**src/rtl/accumulator_sequencer.sv**
```systemverilog
// Accumulator sequencer: drives the external 8-bit adder_subtractor and folds its result into an accumulator.
// Optional build macro ACC_SATURATION_EN clamps ADD/SUB results on signed overflow instead of wrapping.
module accumulator_sequencer #(
  parameter int WIDTH = 8
) (
  input  logic             clock,
  input  logic             reset_n,
  input  logic             cmd_valid,
  output logic             cmd_ready,
  input  logic [1:0]       cmd_op,
  input  logic [WIDTH-1:0] cmd_data,
  output logic [WIDTH-1:0] factor_a,
  output logic [WIDTH-1:0] factor_b,
  output logic             operation,
  input  logic [WIDTH-1:0] result,
  output logic [WIDTH-1:0] accumulator,
  output logic             done,
  output logic             flag_zero,
  output logic             flag_negative,
  output logic             flag_overflow
);

  localparam logic [1:0] S_IDLE  = 2'd0;
  localparam logic [1:0] S_EXEC  = 2'd1;
  localparam logic [1:0] S_WRITE = 2'd2;

  localparam logic [1:0] OP_LOAD  = 2'b00;
  localparam logic [1:0] OP_ADD   = 2'b01;
  localparam logic [1:0] OP_SUB   = 2'b10;
  localparam logic [1:0] OP_CLEAR = 2'b11;

  logic [1:0]       state_q, state_d;
  logic [1:0]       op_q, op_d;
  logic [WIDTH-1:0] fb_q, fb_d;
  logic             sub_q, sub_d;
  logic [WIDTH-1:0] acc_q, acc_d;
  logic             ovf_q, ovf_d;

  logic             a_msb, b_msb, r_msb;
  logic             arith_ovf;
  logic [WIDTH-1:0] arith_val;

  assign a_msb = acc_q[WIDTH-1];
  assign b_msb = fb_q[WIDTH-1];
  assign r_msb = result[WIDTH-1];

  // Subtraction overflows only when the operand signs differ; addition only when they match.
  assign arith_ovf = (sub_q ? (a_msb != b_msb) : (a_msb == b_msb)) && (r_msb != a_msb);

`ifdef ACC_SATURATION_EN
  logic [WIDTH-1:0] sat_val;
  assign sat_val   = a_msb ? {1'b1, {(WIDTH-1){1'b0}}} : {1'b0, {(WIDTH-1){1'b1}}};
  assign arith_val = arith_ovf ? sat_val : result;
`else
  assign arith_val = result;
`endif

  always_comb begin
    state_d = state_q;
    op_d    = op_q;
    fb_d    = fb_q;
    sub_d   = sub_q;
    acc_d   = acc_q;
    ovf_d   = ovf_q;
    case (state_q)
      S_IDLE: begin
        if (cmd_valid) begin
          op_d    = cmd_op;
          fb_d    = cmd_data;
          sub_d   = (cmd_op == OP_SUB);
          state_d = S_EXEC;
        end
      end
      S_EXEC: begin
        case (op_q)
          OP_LOAD:  begin acc_d = fb_q;      ovf_d = 1'b0;      end
          OP_ADD,
          OP_SUB:   begin acc_d = arith_val; ovf_d = arith_ovf; end
          OP_CLEAR: begin acc_d = '0;        ovf_d = 1'b0;      end
          default:  begin acc_d = acc_q;     ovf_d = ovf_q;     end
        endcase
        state_d = S_WRITE;
      end
      S_WRITE: state_d = S_IDLE;
      default: state_d = S_IDLE;
    endcase
  end

  always_ff @(posedge clock or negedge reset_n) begin
    if (!reset_n) begin
      state_q <= S_IDLE;
      op_q    <= OP_LOAD;
      fb_q    <= '0;
      sub_q   <= 1'b0;
      acc_q   <= '0;
      ovf_q   <= 1'b0;
    end else begin
      state_q <= state_d;
      op_q    <= op_d;
      fb_q    <= fb_d;
      sub_q   <= sub_d;
      acc_q   <= acc_d;
      ovf_q   <= ovf_d;
    end
  end

  assign cmd_ready     = (state_q == S_IDLE);
  assign done          = (state_q == S_WRITE);
  assign factor_a      = acc_q;
  assign factor_b      = fb_q;
  assign operation     = sub_q;
  assign accumulator   = acc_q;
  assign flag_zero     = (acc_q == '0);
  assign flag_negative = acc_q[WIDTH-1];
  assign flag_overflow = ovf_q;

endmodule

```
**config.mk**
```make
export PLATFORM = sky130hd
export DESIGN_NAME = accumulator_sequencer
export DESIGN_NICKNAME = d
export VERILOG_FILES = /design/src/rtl/accumulator_sequencer.sv
export SDC_FILE = /design/constraint.sdc
export NUM_CORES = 1
export LEC_CHECK = 0
export ABC_CLOCK_PERIOD_IN_PS = 1250
export BUFFER_PORTS_ARGS = -buffer_cell sky130_fd_sc_hd__buf_2
export CAP_MARGIN = 25
export CORE_MARGIN = 4
export CORE_UTILIZATION = 41
export DETAILED_ROUTE_END_ITERATION = 10
export PLACE_DENSITY = 0.78
export SLEW_MARGIN = 30
export SYNTH_ARGS = -nofsm -noshare
export SYNTH_HDL_FRONTEND = slang
export SYNTH_SLANG_ARGS = --single-unit
```
**constraint.sdc**
```tcl
create_clock -name clock -period 1.25 [get_ports clock]
set_input_delay 0.0625 -clock clock [delete_from_list [all_inputs] [get_ports clock]]
set_output_delay 0.0625 -clock clock [all_outputs]
set_load 0.01 [all_outputs]
```
* Yosys cells after proc, flatten, opt, wreduce, memory -nomap -nowiden
Index checks and enable logic that the tools add are counted.
** Operators by class
- Mux-type cells :: 5
- Equality and inequality tests :: 10
- Reduce and logical (&&, ||, !) cells :: 7
** Operators by type and width (number)
- case mux 8 bit (3 select lines) :: 1
- equality test 2 bit, second input constant :: 4
- logical NOT 8 bit :: 1
- equality test 2 x 1 -> 1 bit, second input constant :: 2
- logical NOT 2 bit :: 2
- case mux 2 bit (2 select lines) :: 1
- OR reduction 2 bit :: 2
- two-way mux 2 bit :: 1
- inequality test 1 bit :: 2
- inequality test 2 bit, second input constant :: 1
- case mux 1 bit (2 select lines) :: 1
- AND reduction 2 bit :: 1
- equality test 1 bit :: 1
- logical AND 1 bit :: 1
- two-way mux 1 bit :: 1
** Storage, ports and cells
- Register bits :: 22
- Output and inout port bits :: 30
- Logic and storage cells :: 28

* Logic depth before layout (Yosys ltp)
Gate-level depths: netlist of the first run.
- Word-level depth :: 4
- Mapped depth :: 6

* Worst setup path before layout of the first run
No wires, ideal clock.
- Kind :: reg2reg
- Start :: register op_q[0]
- End :: register ovf_q (netlist: flag_overflow)
- Data arrival time :: 1202 ps
- Path buffers :: 1
- Library setup time :: 125 ps
- Required time :: 1125 ps
- Cell stages (with the launch flop) :: 7
- Path slack :: -77 ps
- Cells stage by stage :: dfrtp_1 > inv_1 > ha_1 > clkbuf_1 > nand3b_1 > mux2i_1 > mux2_2
** On the way
- Longest elaborated chain between the ends :: 3
- Elaborated cells between the ends (all ways) :: 7
- Those cells by class :: 3 x eq/ne; 1 x mux; 3 x reduce/logical
** RTL lines
- start: declaration :: RTL line 33 : logic [1:0] op_q, op_d;
- start signal: assignment :: RTL line 99 : op_q <= op_d;
- equality test 2 bit, or another cell as far along :: RTL line 75 : case (op_q)
- OR reduction 2 bit (on tied branches)
- case mux 1 bit (2 select lines) (*) :: RTL line 75
- end signal: assignment :: RTL line 103 : ovf_q <= ovf_d;
- end: declaration :: RTL line 37 : logic ovf_q, ovf_d;
Every way passes the cells marked *; elsewhere a longest branch is shown, timed or not.
A chain may end at the register's enable or synchronous reset.

* Final worst setup path of the first run
- Start :: register acc_q[0] (netlist: accumulator[0])
- End :: output flag_zero
** On the way
- Longest elaborated chain between the ends :: 1
** RTL lines
- start: declaration :: RTL line 36 : logic [WIDTH-1:0] acc_q, acc_d;
- start signal: assignment :: RTL line 95 : acc_q <= '0;
- start signal: assignment :: RTL line 102 : acc_q <= acc_d;
- logical NOT 8 bit :: RTL line 113 : assign flag_zero = (acc_q == '0);
- end: declaration :: RTL line 18 : output logic flag_zero,
No other way between the ends.

==> results.ini, run 1 <==
[run_status]
outcome = finished with violations
violations = setup timing

[power]
p_int_w = 0.00197
power_frac_comb_pct = 51.1
clkPwrFrac_pct = 12.5
p_seq_share_pct = 36.3
ir_worst_vdd_v = 0.00125
sw_frac_of_total_pct = 36.7
power.density_nw_per_um2 = 1900
power_leakage_nw = 0.800
power_switching_w = 0.00114

[sta]
setup-violations-final = 14
worstMarginPinSlew_ns = 0.471
fin_crit_sh_pct = 121
finalHoldViolations = 0
finClkSkew_ns = 0.00232
period_needed_ns = 1.52
fmaxAchievable_mhz = 659
fin_ws_ns = -0.268
tns_ns = -1.23
hold_slack_ns = 0.0214
max_slew_margin_pct = 68.6
slew_violations = 0
grt_setup_unrepaired = yes

[finish]
final-seq-area_um2 = 551
final_core_util_pct = 65.5
antenna_cells = 0
areaGrowthSynthToFinish_pct = 51.0
layout.nets = 187
fill_cells = 200
multi_input_area_um2 = 468
layout-drive-gt1-share_pct = 53.7

[clock_network]
clk_path_buf_depth = 2
clk_latency_ns = 0.31
cts-root-buf = clkbuf_4
cts.sinks = 22
path_clk_slew_ns = 0.12
h-tree-depth = 1
numCtsBuffers = 3
cts_tree = yes

[critical_path]
reg2reg_depth = 3
critPathBufInv = 1
cp_top_family = simple AND/OR/NAND/NOR gates
critical_path.startpoint_type = flop
r2r_slack_ns = -0.12
max_stage_delay_ns = 0.52
worstSetupPathType = flop to output pin
reg2reg_from = state_q[1]
path_cells = or4_4 > nor2_1 > buf_2
timing.rr.end = factor_b[0]
path_max_fanout = 2
end_kind = output pin
arrival_ns = 1.46
required_ns = 1.19
crit_path_top_delay_cell = or4_4

[routing]
drt_first_iter_violations = 16
drtPass1Iterations = 4
wl_mm = 2.82
wl_per_cell_um = 14.5
drc_errors = 0
postRouteAntennaNets = 0
vias = 977
via_per_inst = 5.04

[yosys]
ys_types = 19
ys_ff_latch = 22
synth_area_um2 = 1080
synthesis.instances = 98
seq_area_frac_synth_pct = 50.8
synth_area_per_cell_um2 = 11.1
yosysWarningCount = 0
syn_nets = 120

[grt]
grt_max_degree = 23
grt_pass1_vias = 965
grt_remaining_overflow = 0
grt_pass1_wl_mm = 4.46
antenna_found_initial = 0
grtUsageTotal_pct = 16.7

[worst_hold_path]
min-delay-start = result[6]
holdPathEnd = accumulator[6]
hold_class = input port to flop
whs_path_depth = 3

[floorplan]
initial_utilization_pct = 43.3
die_x_um = 59.4
rows = 18
boundaryPins = 51
die-height_um = 59.4
die_area_um2 = 3530
core_um2 = 2500

[placement]
portBuffers = 50
post-place-ws_ns = -0.0165
place_congestion = 0.698
dp_hpwl_mm = 1.93

[job]
maxCapViolations = 0

[cell families after synthesis]
kind of cell	count (synthesis)	share of synthesized area, %
fa+ha+maj	1	1.15
xor+xnor	1	0.808
mux	10	11.3
compound gates	11	6.00
simple gates	36	18.8
flops	22	50.8
buf+inv	17	11.1
[power by group through the flow]
| stage | clock (W) | combinational, W | sequential, W |
|---|---|---|---|
| after global placement | 0 | 0.00133 | 0.00112 |
| after detailed placement | 0 | 0.00136 | 0.00114 |
| after CTS | 0.000395 | 0.00147 | 0.00111 |
| after floorplan | 0 | 0.000778 | 0.00125 |
| after global routing | 0.000430 | 0.00173 | 0.00116 |
| final | 0.000390 | 0.00159 | 0.00113 |
[flip-flops by register name, summed over array words and instances, names as in the netlist]
register / flops
factor_b: 8
flag_overflow: 1
operation: 1
state_q: 2
accumulator: 8
op_q: 2
[cells in the final DEF, fill, tap and decap left out]
cell           count
or4_4              2
nor3b_4            1
nor2_1             9
o21ai_2            1
inv_1              1
buf_4              7
clkbuf_4           3
mux2_4             8
xnor2_1            1
ha_4               1
o21ai_1            2
mux2i_1            1
inv_2              2
buf_12             1
nor2_2             1
nand2_4            1
dlygate4sd3_1     11
buf_2             50
clkbuf_16          1
buf_6              4
dfrtp_1           22
nand2_2            1
nand3b_1          11
nand2_1            8
nor2b_1            2
buf_8              2
mux2_2             1
clkbuf_8           1
a31oi_1            8
[layer usage]
metal / global-route usage (%) / vias up / part of all wire [%]
met2: 30.0 / 50 / 51
li1: - / 460 / -
met5: 0 / - / 0
met4: 4.53 / 0 / 2.3
met1: 19.9 / 460 / 39
met3: 3.70 / 7 / 7.3
[cell usage after synthesis, drive strengths merged]
| cell | instances | share of area [%] |
|---|---|---|
| nand2 | 10 | 3.5 |
| inv | 3 | 1.0 |
| buf | 12 | 9.4 |
| nor2b | 2 | 1.2 |
| a31oi | 8 | 4.6 |
| nor2 | 10 | 3.5 |
| dfrtp | 22 | 51 |
| ha | 1 | 1.2 |
| clkbuf | 2 | 0.69 |
| mux2i | 1 | 0.92 |
| mux2 | 9 | 10 |
| xnor2 | 1 | 0.81 |
| nand3b | 11 | 7.6 |
| or4 | 2 | 1.4 |
| nor3b | 1 | 1.7 |
| o21ai | 3 | 1.4 |
[how the worst max path moves through the flow]
stage | startpoint | to | slack (ns) | depth (start not counted)
final | accumulator[0] | flag_zero | -0.27 | 3
after global routing | accumulator[0] | flag_zero | -0.35 | 3
after CTS | accumulator[4] | flag_zero | -0.26 | 3
after detailed placement | state_q[1] | factor_b[0] | -0.02 | 3
after global placement | state_q[0] | factor_b[0] | 0.009 | 3
after floorplan | state_q[0] | factor_b[2] | -0.06 | 3
[area by class of cell]
class	count	share of cell area (%)
Tap cell	30	2.29
Multi-Input combinational cell	59	28.6
Clock buffer	4	2.22
Inverter	3	0.688
Sequential cell	22	33.6
Timing Repair Buffer	76	32.6
[per-stage QoR]
step	power, W	cells	cell area, um2
5_1_grt	0.00332	194	1640
4_1_cts	0.00298	192	1540
3_5_place_dp	0.00250	174	1350
2_1_floorplan	0.00203	98	1080
3_3_place_gp	0.00245	174	1350
6_report	0.00311	194	1640
[worst register-to-register path, stage by stage (launching register included)]
cell and delay (ns):
dfrtp_1 0.45, nor3b_4 0.32, clkbuf_16 0.21, mux2_4 0.29
[repair_timing]
action | in CTS | in global routing
buffers inserted | 3 | 2
gates resized for setup | 5 | 22
hold buffers | 11 | 0
hold endpoints to repair | 32 | 0
pin swaps | 2 | 5
setup endpoints to repair | 9 | 22
cloned | 0 | 1
Power figures use the tool's default switching activity.
==> inputs of run 2 (changes only) <==
--- a/config.mk
+++ b/config.mk
@@ -12,6 +12,7 @@
 export CORE_UTILIZATION = 41
 export DETAILED_ROUTE_END_ITERATION = 10
 export PLACE_DENSITY = 0.78
+export SETUP_SLACK_MARGIN = 0.3
 export SLEW_MARGIN = 30
 export SYNTH_ARGS = -nofsm -noshare
 export SYNTH_HDL_FRONTEND = slang
==> run 2 against run 1 <==
  * The run still ends with setup timing left
  * Design area is 25% higher
  * Via count is 17% higher
  * Clock skew is 0.0045 ns higher
  * Global-route usage is 5.1 points higher
  * Combinational power is 54% higher
  * Non-clock buffer count is 24 higher
  * Clock power is 46% higher
  * Count of clock-buffer cells in the layout is 1 lower
  * Sequential power hardly changed
  * Largest power group unchanged
==> results.ini, run 2 (synthesized netlist as in run 1, its figures left out) <==
[run_status]
outcome = finished with violations
violations = setup timing

[sta]
max_slew_margin_pct = 67.3
fin_crit_sh_pct = 124
finalHoldViolations = 0
grt_setup_unrepaired = yes
period_needed_ns = 1.55
fmaxAchievable_mhz = 645
slew_violations = 0
worstMarginPinSlew_ns = 0.490
setup-violations-final = 15
fin_ws_ns = -0.301
hold_slack_ns = 0.0346
finClkSkew_ns = 0.00681

[finish]
layout-drive-gt1-share_pct = 63.8
layout.nets = 211
final_cell_area_um2 = 2040
areaGrowthSynthToFinish_pct = 88.7
antenna_cells = 0
layout_commonest_cell = buf_2
layout.cells.non_filler = 218
layout_common_cells = buf_2, buf_6, dfrtp_1

[routing]
drt_first_iter_violations = 37
wl_mm = 4.13
vias = 1146
postRouteAntennaNets = 0
wl_per_cell_um = 19.0
drc_errors = 0
via_per_inst = 5.26
drtPass1Iterations = 4

[floorplan]
boundaryPins = 51
die_x_um = 59.4
die_area_um2 = 3530
core_um2 = 2500
die-height_um = 59.4
initial_utilization_pct = 43.3
rows = 18

[critical_path]
path_max_fanout = 2
timing.rr.end = factor_b[1]
worstSetupPathType = flop to output pin
critical_path.startpoint_type = flop
end_kind = output pin
reg2reg_from = state_q[0]
required_ns = 1.19
startpoint = accumulator[4]
reg2reg_depth = 4
arrival_ns = 1.49
endpoint = flag_zero
r2r_slack_ns = -0.10

[clock_network]
cts_tree = yes
h-tree-depth = 1
path_clk_slew_ns = 0.13
numCtsBuffers = 3
clk_path_buf_depth = 2
clk_latency_ns = 0.33
cts-root-buf = clkbuf_4
cts.sinks = 22

[placement]
placed_area_um2 = 1370
place_congestion = 0.825
portBuffers = 50
dp_hpwl_mm = 1.91
dp_cells = 175

[worst_hold_path]
hold_class = input port to flop

[power]
p_int_w = 0.00269
power_switching_w = 0.00146
sw_frac_of_total_pct = 35.1
total_power_w = 0.00415
power_frac_comb_pct = 59.0
power_leakage_nw = 0.988
p_seq_share_pct = 27.3
ir_worst_vdd_v = 0.00151
power.density_nw_per_um2 = 2030
clkPwrFrac_pct = 13.7

[grt]
grt_remaining_overflow = 0
grt_max_degree = 23
use_met2_pct = 41.7
gr-usage-met3_pct = 3.70
grt_pass1_wl_mm = 5.48
antenna_found_initial = 0
grtUsageTotal_pct = 21.8
gr-max-usage-layer = met2
grt_util_met1_pct = 21.8
grt_pass1_vias = 1093

[job]
maxCapViolations = 0

-- run 2: layer usage --
metal | vias to the layer above | part of all wire (%) | wire [um]
met5 | - | 0 | 0
met3 | 17 | 4.7 | 193
met1 | 562 | 33 | 1350
met4 | 0 | 4.0 | 164
li1 | 508 | - | -
met2 | 59 | 59 | 2430
-- run 2: critical path, cell delays in order (launching register included) --
cell and delay [ns]:
dfrtp_1 0.40, or4_4 0.53, nor2_2 0.10, buf_2 0.13
-- run 2: power by group through the flow --
| stage | clock [W] | combinational [W] | sequential (W) |
|---|---|---|---|
| floorplan | 0 | 0.000850 | 0.00125 |
| global placement | 0 | 0.00140 | 0.00111 |
| detailed placement | 0 | 0.00143 | 0.00113 |
| CTS | 0.000557 | 0.00206 | 0.00112 |
| global route | 0.000600 | 0.00260 | 0.00116 |
| finish | 0.000569 | 0.00245 | 0.00113 |
-- run 2: through the flow --
step	TNS, ns	setup slack [ns]	utilization (%)
2_1_floorplan	-0.206	-0.0634	-
3_3_place_gp	0	0.0106	54.9
3_5_place_dp	-0.105	-0.0281	54.9
4_1_cts	-0.716	-0.280	75.0
5_1_grt	-2.07	-0.365	81.8
6_report	-1.30	-0.301	81.8
-- run 2: what timing repair did --
| action | CTS | global route |
|---|---|---|
| pin swaps | 7 | 5 |
| resized for setup | 49 | 15 |
| hold endpoints to repair | 33 | 1 |
| setup buffers | 13 | 11 |
| hold buffers | 12 | 1 |
| cloned | 2 | 0 |
| setup endpoints to repair | 46 | 52 |
-- run 2: area by class of cell --
| type | instances | area [um2] |
|---|---|---|
| timing repair buffer | 100 | 857 |
| sequential | 22 | 551 |
| multi-input combinational | 59 | 536 |
| fill | 133 | 455 |
| tap | 30 | 37.5 |
| clock inverter | 1 | 30.0 |
| clock buffer | 3 | 22.5 |
| inverter | 3 | 11.3 |
-- run 2: how the worst min path moves through the flow --
stage / start / to / slack [ns] / cells after the start
finish: result[2] / accumulator[2] / 0.03 / 3
global route: result[7] / accumulator[7] / 0.03 / 3
CTS: result[2] / accumulator[2] / 0.002 / 3
detailed placement: reset_n / factor_b[5] / 0.04 / 1
global placement: reset_n / factor_b[4] / 0.04 / 1
floorplan: reset_n / accumulator[0] / -0.23 / 0
==> inputs of run 3 (changes only) <==
--- a/config.mk
+++ b/config.mk
@@ -11,6 +11,7 @@
 export CORE_MARGIN = 4
 export CORE_UTILIZATION = 41
 export DETAILED_ROUTE_END_ITERATION = 10
+export HOLD_SLACK_MARGIN = 0.12
 export PLACE_DENSITY = 0.78
 export SETUP_SLACK_MARGIN = 0.3
 export SLEW_MARGIN = 30
==> run 3 against run 2 <==
  * The run still ends with setup timing left
  * Non-clock buffer count rose by 4
  * Utilization up 3.2 points
  * Cell count rose by 1.8%
  * Global-route usage increased by 0.055 points
  * Clock skew rose by 0.0043 ns
  * Power up 2.6%
  * Largest power group unchanged
  * Fmax rose by 0.51%
==> results.ini, run 3 (synthesized netlist as in run 1, its figures left out) <==
[critical_path]
path_cells = or4_4 > nor2_2 > buf_2
arrival_ns = 1.48
reg2reg_from = state_q[0]
end_kind = output pin
required_ns = 1.19
max_stage_delay_ns = 0.53
r2r_slack_ns = -0.12
reg2reg_depth = 4
timing.rr.end = factor_b[5]
worstSetupPathType = flop to output pin
crit_path_top_delay_cell = or4_4
startpoint = accumulator[4]
path_max_fanout = 2
endpoint = flag_zero
critical_path.startpoint_type = flop

[grt]
grt_pass1_vias = 1150
grt_remaining_overflow = 0
grt_max_degree = 23
antenna_found_initial = 0
grt_pass1_wl_mm = 5.51
grtUsageTotal_pct = 21.9

[power]
power.density_nw_per_um2 = 2010
power_leakage_nw = 1.01
ir_worst_vdd_v = 0.00160

[finish]
final-seq-area_um2 = 551
antenna_cells = 0
layout.nets = 215
multi_input_area_um2 = 559
areaGrowthSynthToFinish_pct = 96.0
layout_common_cells = buf_6, buf_2, dfrtp_1
layout-drive-gt1-share_pct = 62.5
layout_commonest_cell = buf_6
final_cell_area_um2 = 2120
fill_cells = 116

[run_status]
outcome = finished with violations
violations = setup timing

[sta]
max_slew_margin_pct = 67.1
finClkSkew_ns = 0.0111
setup-violations-final = 14
tns_ns = -1.22
grt_setup_unrepaired = yes
finalHoldViolations = 0
fmaxAchievable_mhz = 648
fin_crit_sh_pct = 123
worstMarginPinSlew_ns = 0.494
period_needed_ns = 1.54
slew_violations = 0
fin_ws_ns = -0.293

[clock_network]
cts_tree = yes
cts.sinks = 22
numCtsBuffers = 3
clk_path_buf_depth = 2
cts-root-buf = clkbuf_4
path_clk_slew_ns = 0.14
h-tree-depth = 1
clk_latency_ns = 0.33

[floorplan]
core_um2 = 2500
initial_utilization_pct = 43.3
die-height_um = 59.4
rows = 18
die_x_um = 59.4
boundaryPins = 51
die_area_um2 = 3530

[routing]
wl_per_cell_um = 20.3
postRouteAntennaNets = 0
wl_mm = 4.51
drtPass1Iterations = 4
wl_met3_um = 239
wl_met2_mm = 2.43
drt_first_iter_violations = 38
drc_errors = 0
wl_met1_mm = 1.61
route.top_layer_used = met4
vias = 1169
via_per_inst = 5.27

[placement]
placed_area_um2 = 1370
portBuffers = 50
place_congestion = 0.825
dp_hpwl_mm = 1.91

[job]
maxCapViolations = 0

[worst_hold_path]
hold_class = input port to asynchronous set/reset pin

run 3: changes by cell type in the layout (fill, tap and decap cells not counted), sizes merged:
cell	change
dlygate4sd3	+6
buf	-2
run 3: final cells by class:
class                      count  share of cell area, %
sequential                    22                   25.9
clock inverter                 1                   1.41
clock buffer                   3                   1.06
multi-input combinational     59                   26.3
timing repair buffer         104                   43.0
tap                           30                   1.77
inverter                       3                  0.530
run 3: worst min path at each step:
| stage | from | end | slack (ns) | depth (start not counted) |
|---|---|---|---|---|
| detailed placement | reset_n | factor_b[5] | 0.04 | 1 |
| CTS | reset_n | factor_b[3] | 0.23 | 2 |
| finish | reset_n | factor_b[2] | 0.25 | 2 |
| global route | cmd_valid | state_q[0] | 0.25 | 4 |
| global placement | reset_n | factor_b[4] | 0.04 | 1 |
| floorplan | reset_n | accumulator[0] | -0.23 | 0 |
run 3: report_power, final:
group	switching, W	internal, W
registers	0.000199	0.000946
logic	0.00108	0.00146
clock network	0.000253	0.000325
run 3: worst max-delay path: cells and delay by family, from the launching register on:
family | cells | cell delay [ns]
simple gates | 2 | 0.63
flops | 1 | 0.40
buf+inv | 1 | 0.13
run 3: through the flow:
stage                     power [W]  hold WS, ns  utilization [%]  worst slack [ns]  cells
after global placement      0.00251       0.0359             54.9            0.0106    175
after global routing        0.00446        0.252             84.9            -0.357    222
final                       0.00426        0.247             84.9            -0.293    222
after CTS                   0.00375        0.229             77.8            -0.280    213
after detailed placement    0.00256       0.0407             54.9           -0.0281    175
after floorplan             0.00210       -0.233                -           -0.0634     98
run 3: repair_timing:
action	CTS	global route
setup buffers	13	9
pin swaps	7	5
gates cloned	2	0
gates resized for setup	49	22
hold buffers	19	0
endpoints found under the hold margin	41	0
endpoints found under the setup margin	46	52
run 3: metal layers:
metal,vias to the layer above,global-route usage [%]
met5,-,0
met4,0,15.5
met3,19,4.79
met2,65,38.5
met1,566,22.5
li1,519,-
